`src/rtl/stream_compare_sequencer.sv`:
```
// Sequencer for an external stream comparator: clear, settle, run a word window, latch, evaluate.
// Optional RUN-state timeout counter is built only when STREAM_COMPARE_SEQ_TIMEOUT_EN is defined.
//
// state  | meaning
// IDLE   | waiting for start; done pulses here after a run ends
// CLEAR  | one-cycle cmp_reset pulse
// SETTLE | wait max(settle_cycles,1) cycles
// RUN    | cmp_trigger high until the word window is reached (or timeout)
// LATCH  | cmp_latch pulse, capture comparator counts
// EVAL   | compute pass, pulse done
module stream_compare_sequencer #(
    parameter int CNT_WIDTH    = 32,
    parameter int SETTLE_WIDTH = 8
) (
    input  logic                    clk,
    input  logic                    reset,
    input  logic                    start,
    input  logic                    abort,
    input  logic [CNT_WIDTH-1:0]    window_len,
    input  logic [CNT_WIDTH-1:0]    err_threshold,
    input  logic [SETTLE_WIDTH-1:0] settle_cycles,
    input  logic [CNT_WIDTH-1:0]    timeout_cycles,
    input  logic [CNT_WIDTH-1:0]    word_count,
    input  logic [CNT_WIDTH-1:0]    err_count,
    output logic                    cmp_reset,
    output logic                    cmp_latch,
    output logic                    cmp_trigger,
    output logic                    busy,
    output logic                    done,
    output logic                    pass,
    output logic                    aborted,
    output logic                    timed_out,
    output logic [CNT_WIDTH-1:0]    result_words,
    output logic [CNT_WIDTH-1:0]    result_errs
);

    typedef enum logic [2:0] {IDLE, CLEAR, SETTLE, RUN, LATCH, EVAL} state_t;

    state_t                  state, state_nxt;
    logic [CNT_WIDTH-1:0]    cfg_window, cfg_thresh;
    logic [SETTLE_WIDTH-1:0] cfg_settle, settle_cnt;
    logic                    start_ok, abort_ok, settle_tc, window_hit, timeout_hit;

    // done is high during the first IDLE cycle, so a start there is refused
    assign start_ok   = (state == IDLE) && start && !done;
    assign abort_ok   = (state != IDLE) && abort;
    assign settle_tc  = (settle_cnt == SETTLE_WIDTH'(1));
    assign window_hit = (word_count >= cfg_window);

`ifdef STREAM_COMPARE_SEQ_TIMEOUT_EN
    logic [CNT_WIDTH-1:0] cfg_timeout, run_cnt;
    logic                 timed_out_q;

    always_ff @(posedge clk) begin
        if (reset) begin
            cfg_timeout <= '0;
            run_cnt     <= '0;
            timed_out_q <= 1'b0;
        end else begin
            if (start_ok) begin
                cfg_timeout <= timeout_cycles;
                timed_out_q <= 1'b0;
            end else if ((state == RUN) && !abort_ok && timeout_hit) begin
                timed_out_q <= 1'b1;
            end
            if (state == CLEAR)
                run_cnt <= cfg_timeout;
            else if ((state == RUN) && (run_cnt != '0))
                run_cnt <= run_cnt - CNT_WIDTH'(1);
        end
    end

    assign timeout_hit = (cfg_timeout != '0) && (run_cnt == CNT_WIDTH'(1));
    assign timed_out   = timed_out_q;
`else
    logic unused_timeout;
    assign unused_timeout = ^timeout_cycles;
    assign timeout_hit    = 1'b0;
    assign timed_out      = 1'b0;
`endif

    always_ff @(posedge clk) begin
        if (reset) begin
            state        <= IDLE;
            cfg_window   <= '0;
            cfg_thresh   <= '0;
            cfg_settle   <= '0;
            settle_cnt   <= '0;
            done         <= 1'b0;
            pass         <= 1'b0;
            aborted      <= 1'b0;
            result_words <= '0;
            result_errs  <= '0;
        end else begin
            state <= state_nxt;
            done  <= 1'b0;
            if (start_ok) begin
                cfg_window <= window_len;
                cfg_thresh <= err_threshold;
                cfg_settle <= settle_cycles;
                pass       <= 1'b0;
                aborted    <= 1'b0;
            end
            if (state == CLEAR)
                settle_cnt <= (cfg_settle == '0) ? SETTLE_WIDTH'(1) : cfg_settle;
            else if (state == SETTLE)
                settle_cnt <= settle_cnt - SETTLE_WIDTH'(1);
            // abort wins over capture and evaluation in the same cycle
            if (abort_ok) begin
                done    <= 1'b1;
                aborted <= 1'b1;
                pass    <= 1'b0;
            end else if (state == LATCH) begin
                result_words <= word_count;
                result_errs  <= err_count;
            end else if (state == EVAL) begin
                pass <= (result_errs <= cfg_thresh) && !timed_out;
                done <= 1'b1;
            end
        end
    end

    always_comb begin
        state_nxt   = state;
        cmp_reset   = 1'b0;
        cmp_latch   = 1'b0;
        cmp_trigger = 1'b0;
        busy        = (state != IDLE);
        unique case (state)
            IDLE:   if (start_ok) state_nxt = CLEAR;
            CLEAR: begin
                cmp_reset = 1'b1;
                state_nxt = SETTLE;
            end
            SETTLE: if (settle_tc) state_nxt = RUN;
            RUN: begin
                cmp_trigger = 1'b1;
                if (timeout_hit || window_hit) state_nxt = LATCH;
            end
            LATCH: begin
                cmp_latch = !abort;
                state_nxt = EVAL;
            end
            EVAL:    state_nxt = IDLE;
            default: state_nxt = IDLE;
        endcase
        if (abort_ok) state_nxt = IDLE;
    end

endmodule

```
`config.mk`:
```
export PLATFORM = sky130hd
export DESIGN_NAME = stream_compare_sequencer
export DESIGN_NICKNAME = d
export VERILOG_FILES = /design/src/rtl/stream_compare_sequencer.sv
export SDC_FILE = /design/constraint.sdc
export NUM_CORES = 1
export LEC_CHECK = 0
export CORE_MARGIN = 1
export CORE_UTILIZATION = 41
export CTS_CLUSTER_DIAMETER = 30
export DETAILED_ROUTE_END_ITERATION = 12
export HOLD_SLACK_MARGIN = 0.08
export PLACE_DENSITY = 0.77
export SYNTH_ARGS = -nofsm -noshare
export SYNTH_HDL_FRONTEND = slang
export SYNTH_SLANG_ARGS = --single-unit
```
`constraint.sdc`:
```
create_clock -name clk -period 1.75 [get_ports clk]
set_input_delay 0.2625 -clock clk [delete_from_list [all_inputs] [get_ports clk]]
set_output_delay 0.2625 -clock clk [all_outputs]
set_load 0.01 [all_outputs]
```
After elaboration in Yosys (flattened, before gate mapping)
Cells that the tools add are included.

storage, ports and cells
  bits in registers = 150
  latch bits = 0
  bits in writable memories = 0
  memory bits (read-only) = 0
  bits of input ports = 172
  output and inout bits = 72
  word-level logic and storage cells = 54
  memories = 0

operators by class
  add/subtract/negate cells = 1
  $mul = 0
  divide/modulo/power cells = 0
  order comparisons = 2
  eq/ne operators = 9
  shift-type cells = 0
  mux-type cells = 18
  bitwise logic cells = 1
  reduce and logical (&&, ||, !) cells = 13

operators by type and width
  operator             count
  $ge 32x32->1         1
  $le 32x32->1         1
  $mux 8               3
  $pmux 3 s5           1
  $mux 1               11
  $mux 3               3
  $eq 8x1->1 const B   1
  $logic_not 8->1      1
  $sub 8x1->8 const B  1
  $eq 3x2->1 const B   2
  $eq 3x3->1 const B   2
  $ne 2x2->1 const B   3
  $reduce_bool 2->1    2
  $eq 3x1->1 const B   1
  $logic_and 1x1->1    3
  $logic_not 3->1      1
  $reduce_and 3->1     1
  $reduce_bool 3->1    1
  $logic_not 1->1      2
  $reduce_and 2->1     1
  $reduce_or 2->1      1
  $not 1->1            1

Depth between registers and ports, before layout
Gate-level depths: netlist of run 1.

  depth after elaboration = 6
  mapped depth = 8
  depth with buffers taken out = 8

Least setup slack after synthesis of run 1
No wires, ideal clock.

  kind = reg2reg
  from = register cfg_window[29]
  to = register state[0]
  setup time = 0.057 ns
  data arrival time = 1.770 ns
  data required time = 1.693 ns
  setup slack = -0.077 ns
  stages on the path, launching flop included = 9
  buffers on the path = 0
  period minus slack after synthesis = 1.827 ns
  path through = dfxtp_1 -> inv_1 -> ha_1 -> a21o_1 -> a21o_1 -> a2111oi_0 -> o31ai_1 -> a21oi_1 -> o21ba_2

between the ends
  longest elaborated chain between the ends = 3

RTL lines
  what                               RTL line  text
  start: declaration                 40        logic [CNT_WIDTH-1:0] cfg_window, cfg_thresh;
  start signal: assignment           98        cfg_window <= window_len;
  $ge 32x32->1                       48        assign window_hit = (word_count >= cfg_window);
  $ne 2x2->1 (no source line)        -
  $reduce_and 3->1 (no source line)  -
  end signal: assignment             95        state <= state_nxt;
  end: declaration                   39        state_t state, state_nxt;

No other way between the ends.
A chain may end at the register's enable or synchronous reset.

Worst setup path in the final report of run 1
  from = register cfg_thresh[1]
  to = register pass

between the ends
  longest elaborated chain between the ends = 3

RTL lines
  what                      RTL line  text
  start: declaration        40
  start signal: assignment  99        cfg_thresh <= err_threshold;
  $le 32x32->1              117       pass <= (result_errs <= cfg_thresh) && !timed_out;
  $mux 1                    116       end else if (state == EVAL) begin
  $mux 1                    113       end else if (state == LATCH) begin
  end signal: assignment    117
  end: declaration          30        output logic pass,

No other way between the ends.

==> impl_metrics.py, run 1 <==
metrics = {
    "route": {
        "wl_per_cell_um": 15.3,
        "via_per_inst": 5.02,
        "antenna_left": 0,
        "vias": 7003,
        "drtIter0Drc": 381,
        "drt_wl_total_um": 21300,
        "drc": 0,
        "dr.pass1.iters": 5,
    },
    "logic_synthesis": {
        "synth_top_area_cell": "dfxtp_1",
        "synthTopCellsByCount": "nand2_1, a21oi_1, dfxtp_1",
        "synthCells": 918,
        "synth_area_leaders": "dfxtp_1, nand2_1, a21oi_1",
        "netlist-cell-type-count": 45,
        "avgSynthCellArea_um2": 7.60,
        "ys_seq_area_frac": 0.430,
        "yosysWarnings": 0,
        "synth-async-reset-ratio": 0,
        "yosys.area.top_type_share": 0.430,
        "syn_nets": 1156,
        "ys.flop_type": "dfxtp_1",
        "syn_area_mm2": 0.00698,
        "synth_edf_count": 0,
        "synth_most_common_cell": "nand2_1",
        "synth-seq-cells": 150,
    },
    "power_and_ir_drop": {
        "p_leak_nw": 4.08,
        "power_density_mw_per_mm2": 942,
        "vdd_drop_max_mv": 0.684,
        "total_power_mw": 10.0,
    },
    "floorplanning": {
        "row_count": 47,
        "ios": 244,
        "die-area_mm2": 0.0175,
        "core-area_mm2": 0.0166,
        "start_util": 0.421,
        "die_w_um": 132,
        "dieHeight_um": 132,
    },
    "cells_and_area": {
        "num-fill-cells": 1437,
        "drive_gt1_frac": 0.134,
        "area_delta_synth_final_pct": 52.5,
        "utilization": 0.642,
        "n_antenna_cell": 0,
        "multi_input_area_mm2": 0.00375,
        "layout.nets": 1401,
        "final_cells": 1396,
        "seqCellArea_mm2": 0.00302,
    },
    "critical_path": {
        "reg2reg_slack_ps": -70,
        "crit_type": "reg -> reg",
        "cpPeakStageDelay_ps": 460,
        "critPathArrivalTime_ps": 2190,
        "r2r-start": "cfg_thresh[1]",
        "crit_path_max_fanout": 2,
        "start_kind": "flip-flop",
        "cp.required_ps": 2120,
        "regToRegEndpoint": "pass",
        "crit_chain": "inv_2 -> ha_4 -> nor2b_4 -> o211ai_1 -> a21oi_1 -> o311ai_1 -> or4b_1 -> nand3_1",
        "r2r_cells": 8,
        "endpoint_kind": "flip-flop",
        "slowest_stage": "or4b_1",
    },
    "timing": {
        "finClkSkew_ps": 7.64,
        "whs_ps": 207,
        "rsz0062_at_grt": "true",
        "period_minus_slack_ps": 1820,
        "fmax_ghz": 0.549,
        "tightest_slew_ps": 742,
        "fin_crit_sh": 1.04,
        "slew_violations": 0,
        "setup_viol": 4,
        "hold_viol_final": 0,
        "maxSlewHeadroom": 0.506,
        "setup_ws_ps": -71.9,
    },
    "hold_path": {
        "hold_end": "pass",
        "worstHoldPathCells": 4,
        "hold_class": "in -> reg",
        "min_from": "reset",
    },
    "global_route": {
        "overflow": 0,
        "grt_max_degree": 79,
        "grt_pass1_wl_um": 33500,
        "antenna_found_initial": 0,
        "track_usage": 0.239,
        "grt_pass1_vias": 6865,
    },
    "clock_tree": {
        "clk_pin_slew_worst_paths_ps": 60,
        "cts_sinks": 150,
        "clockBufferDepth": 2,
        "cts_root_buf": "clkbuf_16",
        "cts_max_level": 4,
        "cts_hold_repair.buffers": 0,
        "cts_tree": "done",
        "clk_latency_ps": 430,
        "cts_buffers": 17,
    },
    "placement": {
        "dp_cells": 1358,
        "port-buffer-count": 210,
        "gp_congestion": 0.831,
        "pre_cts_ws_ps": -580,
        "dp_hpwl_um": 14300,
    },
    "status": {
        "violations": "setup timing",
        "outcome": "finished with violations",
    },
    "flow_run": {
        "drv_cap": 0,
    },
}
-- cell type report --
cell class,count,share of cell area
Clock buffer,17,0.0400
Clock inverter,15,0.0203
Inverter,70,0.0247
Multi-Input combinational cell,648,0.353
Sequential cell,150,0.284
Tap cell,220,0.0259
Timing Repair Buffer,276,0.253
-- sequential cells by signal, summed over array words and instances, names as in the netlist --
| signal | cells |
|---|---|
| aborted | 1 |
| cfg_settle | 8 |
| cfg_thresh | 32 |
| cfg_window | 32 |
| done | 1 |
| pass | 1 |
| result_errs | 32 |
| result_words | 32 |
| settle_cnt | 8 |
| state | 3 |
-- how the worst max path moves through the flow --
| stage | cells past startpoint | endpoint | slack, ps | start |
|---|---|---|---|---|
| CTS | 8 | pass | -120 | cfg_thresh[1] |
| global placement | 9 | state[0] | -550 | word_count[2] |
| floorplan | 7 | pass | -50 | state[0] |
| detailed placement | 8 | state[0] | -580 | word_count[29] |
| global route | 8 | pass | -190 | cfg_thresh[1] |
| finish | 8 | pass | -70 | cfg_thresh[1] |
-- cells by family after synthesis --
group | Yosys count | share of synthesized area
buffers and inverters | 120 | 0.0674
AND/OR/NAND/NOR | 357 | 0.210
flip-flops | 150 | 0.430
XOR/XNOR | 2 | 0.00251
other | 1 | 0.000537
adder cells (fa/ha/maj) | 66 | 0.118
AO/OA/AOI/OAI | 222 | 0.171
-- per-stage QoR --
stage	area, um2	TNS [ps]
after floorplan	6990	-99.9
after global placement	9670	-13220
after detailed placement	9670	-14300
after CTS	10500	-121
after global routing	10600	-461
final	10600	-111
-- repair_timing --
action	CTS	global route
gates cloned	0	2
setup endpoints to repair	8	80
resized for setup	46	34
pin swaps	18	8
buffers inserted	4	1
-- power by group --
part           leakage [nW]  switching, mW  internal (mW)
combinational          2.54           1.14           1.05
sequential             1.23          0.162           3.68
clock                 0.313           1.57           2.43
total                  4.08           2.87           7.16
-- routing by layer --
metal	wire length, um	GRT usage
met3	1710	0.0789
met4	388	0.0862
met1	8800	0.276
met2	10400	0.411
met5	0	0
-- cells in the final DEF, fill, tap and decap left out, types with 4 or more instances in the layout --
cell type	netlist	layout
ha_4	0	9
clkbuf_16	0	19
buf_4	1	57
o21ai_0	21	15
ha_1	66	57
nand4_1	11	11
dfxtp_1	150	136
a21oi_2	0	6
clkdlybuf4s50_1	0	203
nor2_1	20	18
inv_1	69	63
inv_2	0	6
bufinv_16	0	4
nand2_1	290	290
a21oi_1	177	170
nor3_1	7	6
dfxtp_2	0	14
o21ai_1	0	6
nand3_1	4	4
buf_12	0	4
inv_6	0	5
-- worst max-delay path, delay by kind of cell (launching register included) --
family | cells | cell delay [ps]
flip-flops | 1 | 330
AND/OR/NAND/NOR | 3 | 640
buffers and inverters | 1 | 40
AO/OA/AOI/OAI | 3 | 550
adder cells (fa/ha/maj) | 1 | 210
(Power assumes the default switching activity.)
==> run 2, diff against run 1 <==
--- a/config.mk
+++ b/config.mk
@@ -5,7 +5,7 @@
 export SDC_FILE = /design/constraint.sdc
 export NUM_CORES = 1
 export LEC_CHECK = 0
-export CORE_MARGIN = 1
+export ABC_AREA = 1
 export CORE_UTILIZATION = 41
 export CTS_CLUSTER_DIAMETER = 30
 export DETAILED_ROUTE_END_ITERATION = 12
==> run 2 against run 1 <==
The flow now finishes without violations. Core utilization shrank 3.3 points. Clock power shrank 13%. Synthesized area shrank 0.20%. Setup slack gained 130 ps. Clock-buffer cell count grew 3. Register-to-register slack gained 190 ps. Worst hold slack gained 220 ps. Die area shrank 0.20%. Sequential cell count is the same. Largest cell class unchanged. Largest power group is now sequential cells.
==> impl_metrics.py, run 2 <==
metrics = {
    "timing": {
        "whs_ps": 426,
        "fin_crit_sh": 0.968,
        "period_minus_slack_ps": 1690,
        "setup_viol": 0,
        "finClkSkew_ps": 5.76,
        "hold_viol_final": 0,
        "tightest_slew_ps": 597,
        "fmax_ghz": 0.590,
        "slew_violations": 0,
        "maxSlewHeadroom": 0.599,
    },
    "clock_tree": {
        "cts_tree": "done",
        "cts_max_level": 4,
        "cts_root_buf": "clkbuf_16",
        "cts_buffers": 17,
        "clk_pin_slew_worst_paths_ps": 60,
        "clockBufferDepth": 2,
        "clk_latency_ps": 420,
        "cts_sinks": 150,
    },
    "critical_path": {
        "crit_type": "reg -> out",
        "crit_path_max_fanout": 4,
        "critPathArrivalTime_ps": 1430,
        "endpoint_kind": "output port",
        "cp.required_ps": 1490,
        "start_kind": "flip-flop",
    },
    "logic_synthesis": {
        "synth_xor_area_frac": 0.00503,
        "avgSynthCellArea_um2": 7.55,
        "ys_seq_area_frac": 0.431,
        "synth-seq-cells": 150,
        "synth_edf_count": 0,
        "synthMuxAreaShare": 0,
        "netlist-cell-type-count": 30,
        "yosysWarnings": 0,
        "synth-async-reset-ratio": 0,
        "syn_area_mm2": 0.00697,
        "syn_nets": 1160,
        "synth_most_common_cell": "nor2_1",
        "synth_area_leaders": "dfxtp_1, ha_1, o21ai_0",
        "ys.flop_type": "dfxtp_1",
        "synth_simple_gate_area_frac": 0.166,
        "synthAdderAreaFrac": 0.119,
        "yosys.area.top_type_share": 0.431,
        "synthTopCellsByCount": "nor2_1, dfxtp_1, o21ai_0",
        "synthCells": 922,
        "synth_compound_area_frac": 0.193,
        "synth_top_area_cell": "dfxtp_1",
        "synth_top_family_by_area": "compound AO/OA/AOI/OAI gates",
    },
    "status": {
        "outcome": "completed",
    },
    "power_and_ir_drop": {
        "total_power_mw": 11.9,
        "power_density_mw_per_mm2": 1180,
        "p_leak_nw": 4.34,
        "vdd_drop_max_mv": 0.828,
    },
    "cells_and_area": {
        "final_cell_area_mm2": 0.0101,
        "final_common_cell": "clkdlybuf4s50_1",
        "area_delta_synth_final_pct": 44.9,
        "n_antenna_cell": 0,
        "num-fill-cells": 1463,
        "drive_gt1_frac": 0.0706,
        "multi_input_area_mm2": 0.00341,
        "layout.nets": 1373,
        "final_cell_mix": "clkdlybuf4s50_1, nor2_1, dfxtp_1",
        "seqCellArea_mm2": 0.00300,
    },
    "route": {
        "drc": 0,
        "wl_per_cell_um": 14.0,
        "vias": 6603,
        "drt_wl_total_um": 19100,
        "via_per_inst": 4.83,
        "drtIter0Drc": 250,
        "antenna_left": 0,
        "dr.pass1.iters": 4,
    },
    "placement": {
        "gp_congestion": 0.866,
        "port-buffer-count": 210,
        "place_area_mm2": 0.00951,
        "dp_hpwl_um": 14100,
    },
    "floorplanning": {
        "start_util": 0.420,
        "dieHeight_um": 132,
        "die_w_um": 132,
        "row_count": 47,
        "ios": 244,
        "die-area_mm2": 0.0175,
        "core-area_mm2": 0.0166,
    },
    "global_route": {
        "grt_max_degree": 67,
        "grt_pass1_wl_um": 31200,
        "antenna_found_initial": 0,
        "overflow": 0,
        "track_usage": 0.223,
        "grt_pass1_vias": 6379,
    },
    "flow_run": {
        "drv_cap": 0,
    },
    "hold_path": {
        "hold_class": "in -> reg",
    },
}
-- run 2: changes by cell type after synthesis, moves of 6 or more --
cell      before  now
a211oi_1       6    0
a21oi_1      177  104
a31oi_1        0    6
buf_2          1    8
clkbuf_1      44   30
inv_1         69  103
nand2_1      290   90
nor2_1        20  164
o21ai_0       21  149
-- run 2: final cells by class --
cell class / count / share of cell area
multi-input cells: 622 / 0.338
repair buffers: 239 / 0.243
inverters: 105 / 0.0394
clock inverters: 12 / 0.0103
clock buffers: 20 / 0.0452
flip-flops and latches: 150 / 0.298
well taps: 220 / 0.0273
-- run 2: repair_timing --
item | CTS | global route
pin swaps | 0 | 2
resized for setup | 6 | 10
setup buffers | 0 | 0
hold buffers | 0 | 0
endpoints found under the setup margin | 4 | 6
-- run 2: metrics by stage --
| stage | utilization | worst slack (ps) | setup TNS [ps] | cells |
|---|---|---|---|---|
| after detailed placement | 0.573 | -263 | -719 | 1336 |
| final | 0.609 | 55.7 | 0 | 1368 |
| after global placement | 0.573 | -239 | -632 | 1336 |
| after CTS | 0.607 | 9.95 | 0 | 1368 |
| after floorplan | - | 268 | 0 | 922 |
| after global routing | 0.609 | -17.8 | -35.0 | 1368 |
-- run 2: path summary, 6_finish.rpt --
kind / from / end / slack [ps] / cells past startpoint
setup / recovery: state[0] / cmp_latch / 60 / 4
hold / removal: err_count[27] / result_errs[27] / 430 / 3
setup reg to reg: state[0] / settle_cnt[6] / 120 / 9
hold reg to reg: cfg_window[20] / cfg_window[20] / 460 / 2
-- run 2: per-layer routing --
layer	global-route usage	wire, um
met5	0	0
met4	0.0683	335
met3	0.0561	700
met2	0.376	9200
met1	0.281	8870
-- run 2: cells by family (layout without fill, tap and decap cells) --
kind of cell / Yosys count / count (layout)
AND/OR/NAND/NOR: 286 / 286
AO/OA/AOI/OAI: 265 / 265
flip-flops: 150 / 150
buffers and inverters: 150 / 376
adder cells (fa/ha/maj): 66 / 66
XOR/XNOR: 4 / 4
other: 1 / 1
-- run 2: worst max-delay path, cell delays in order, from the launching register on --
cell and delay [ps]:
dfxtp_1 320, inv_1 140, nand3_2 140, nor2_4 130, dlygate4sd2_1 290
-- run 2: power by group --
part           total [mW]  switching [mW]  internal [mW]
Clock                3.47            1.44           2.02
Sequential           4.28           0.239           4.04
Combinational        4.12            2.39           1.73
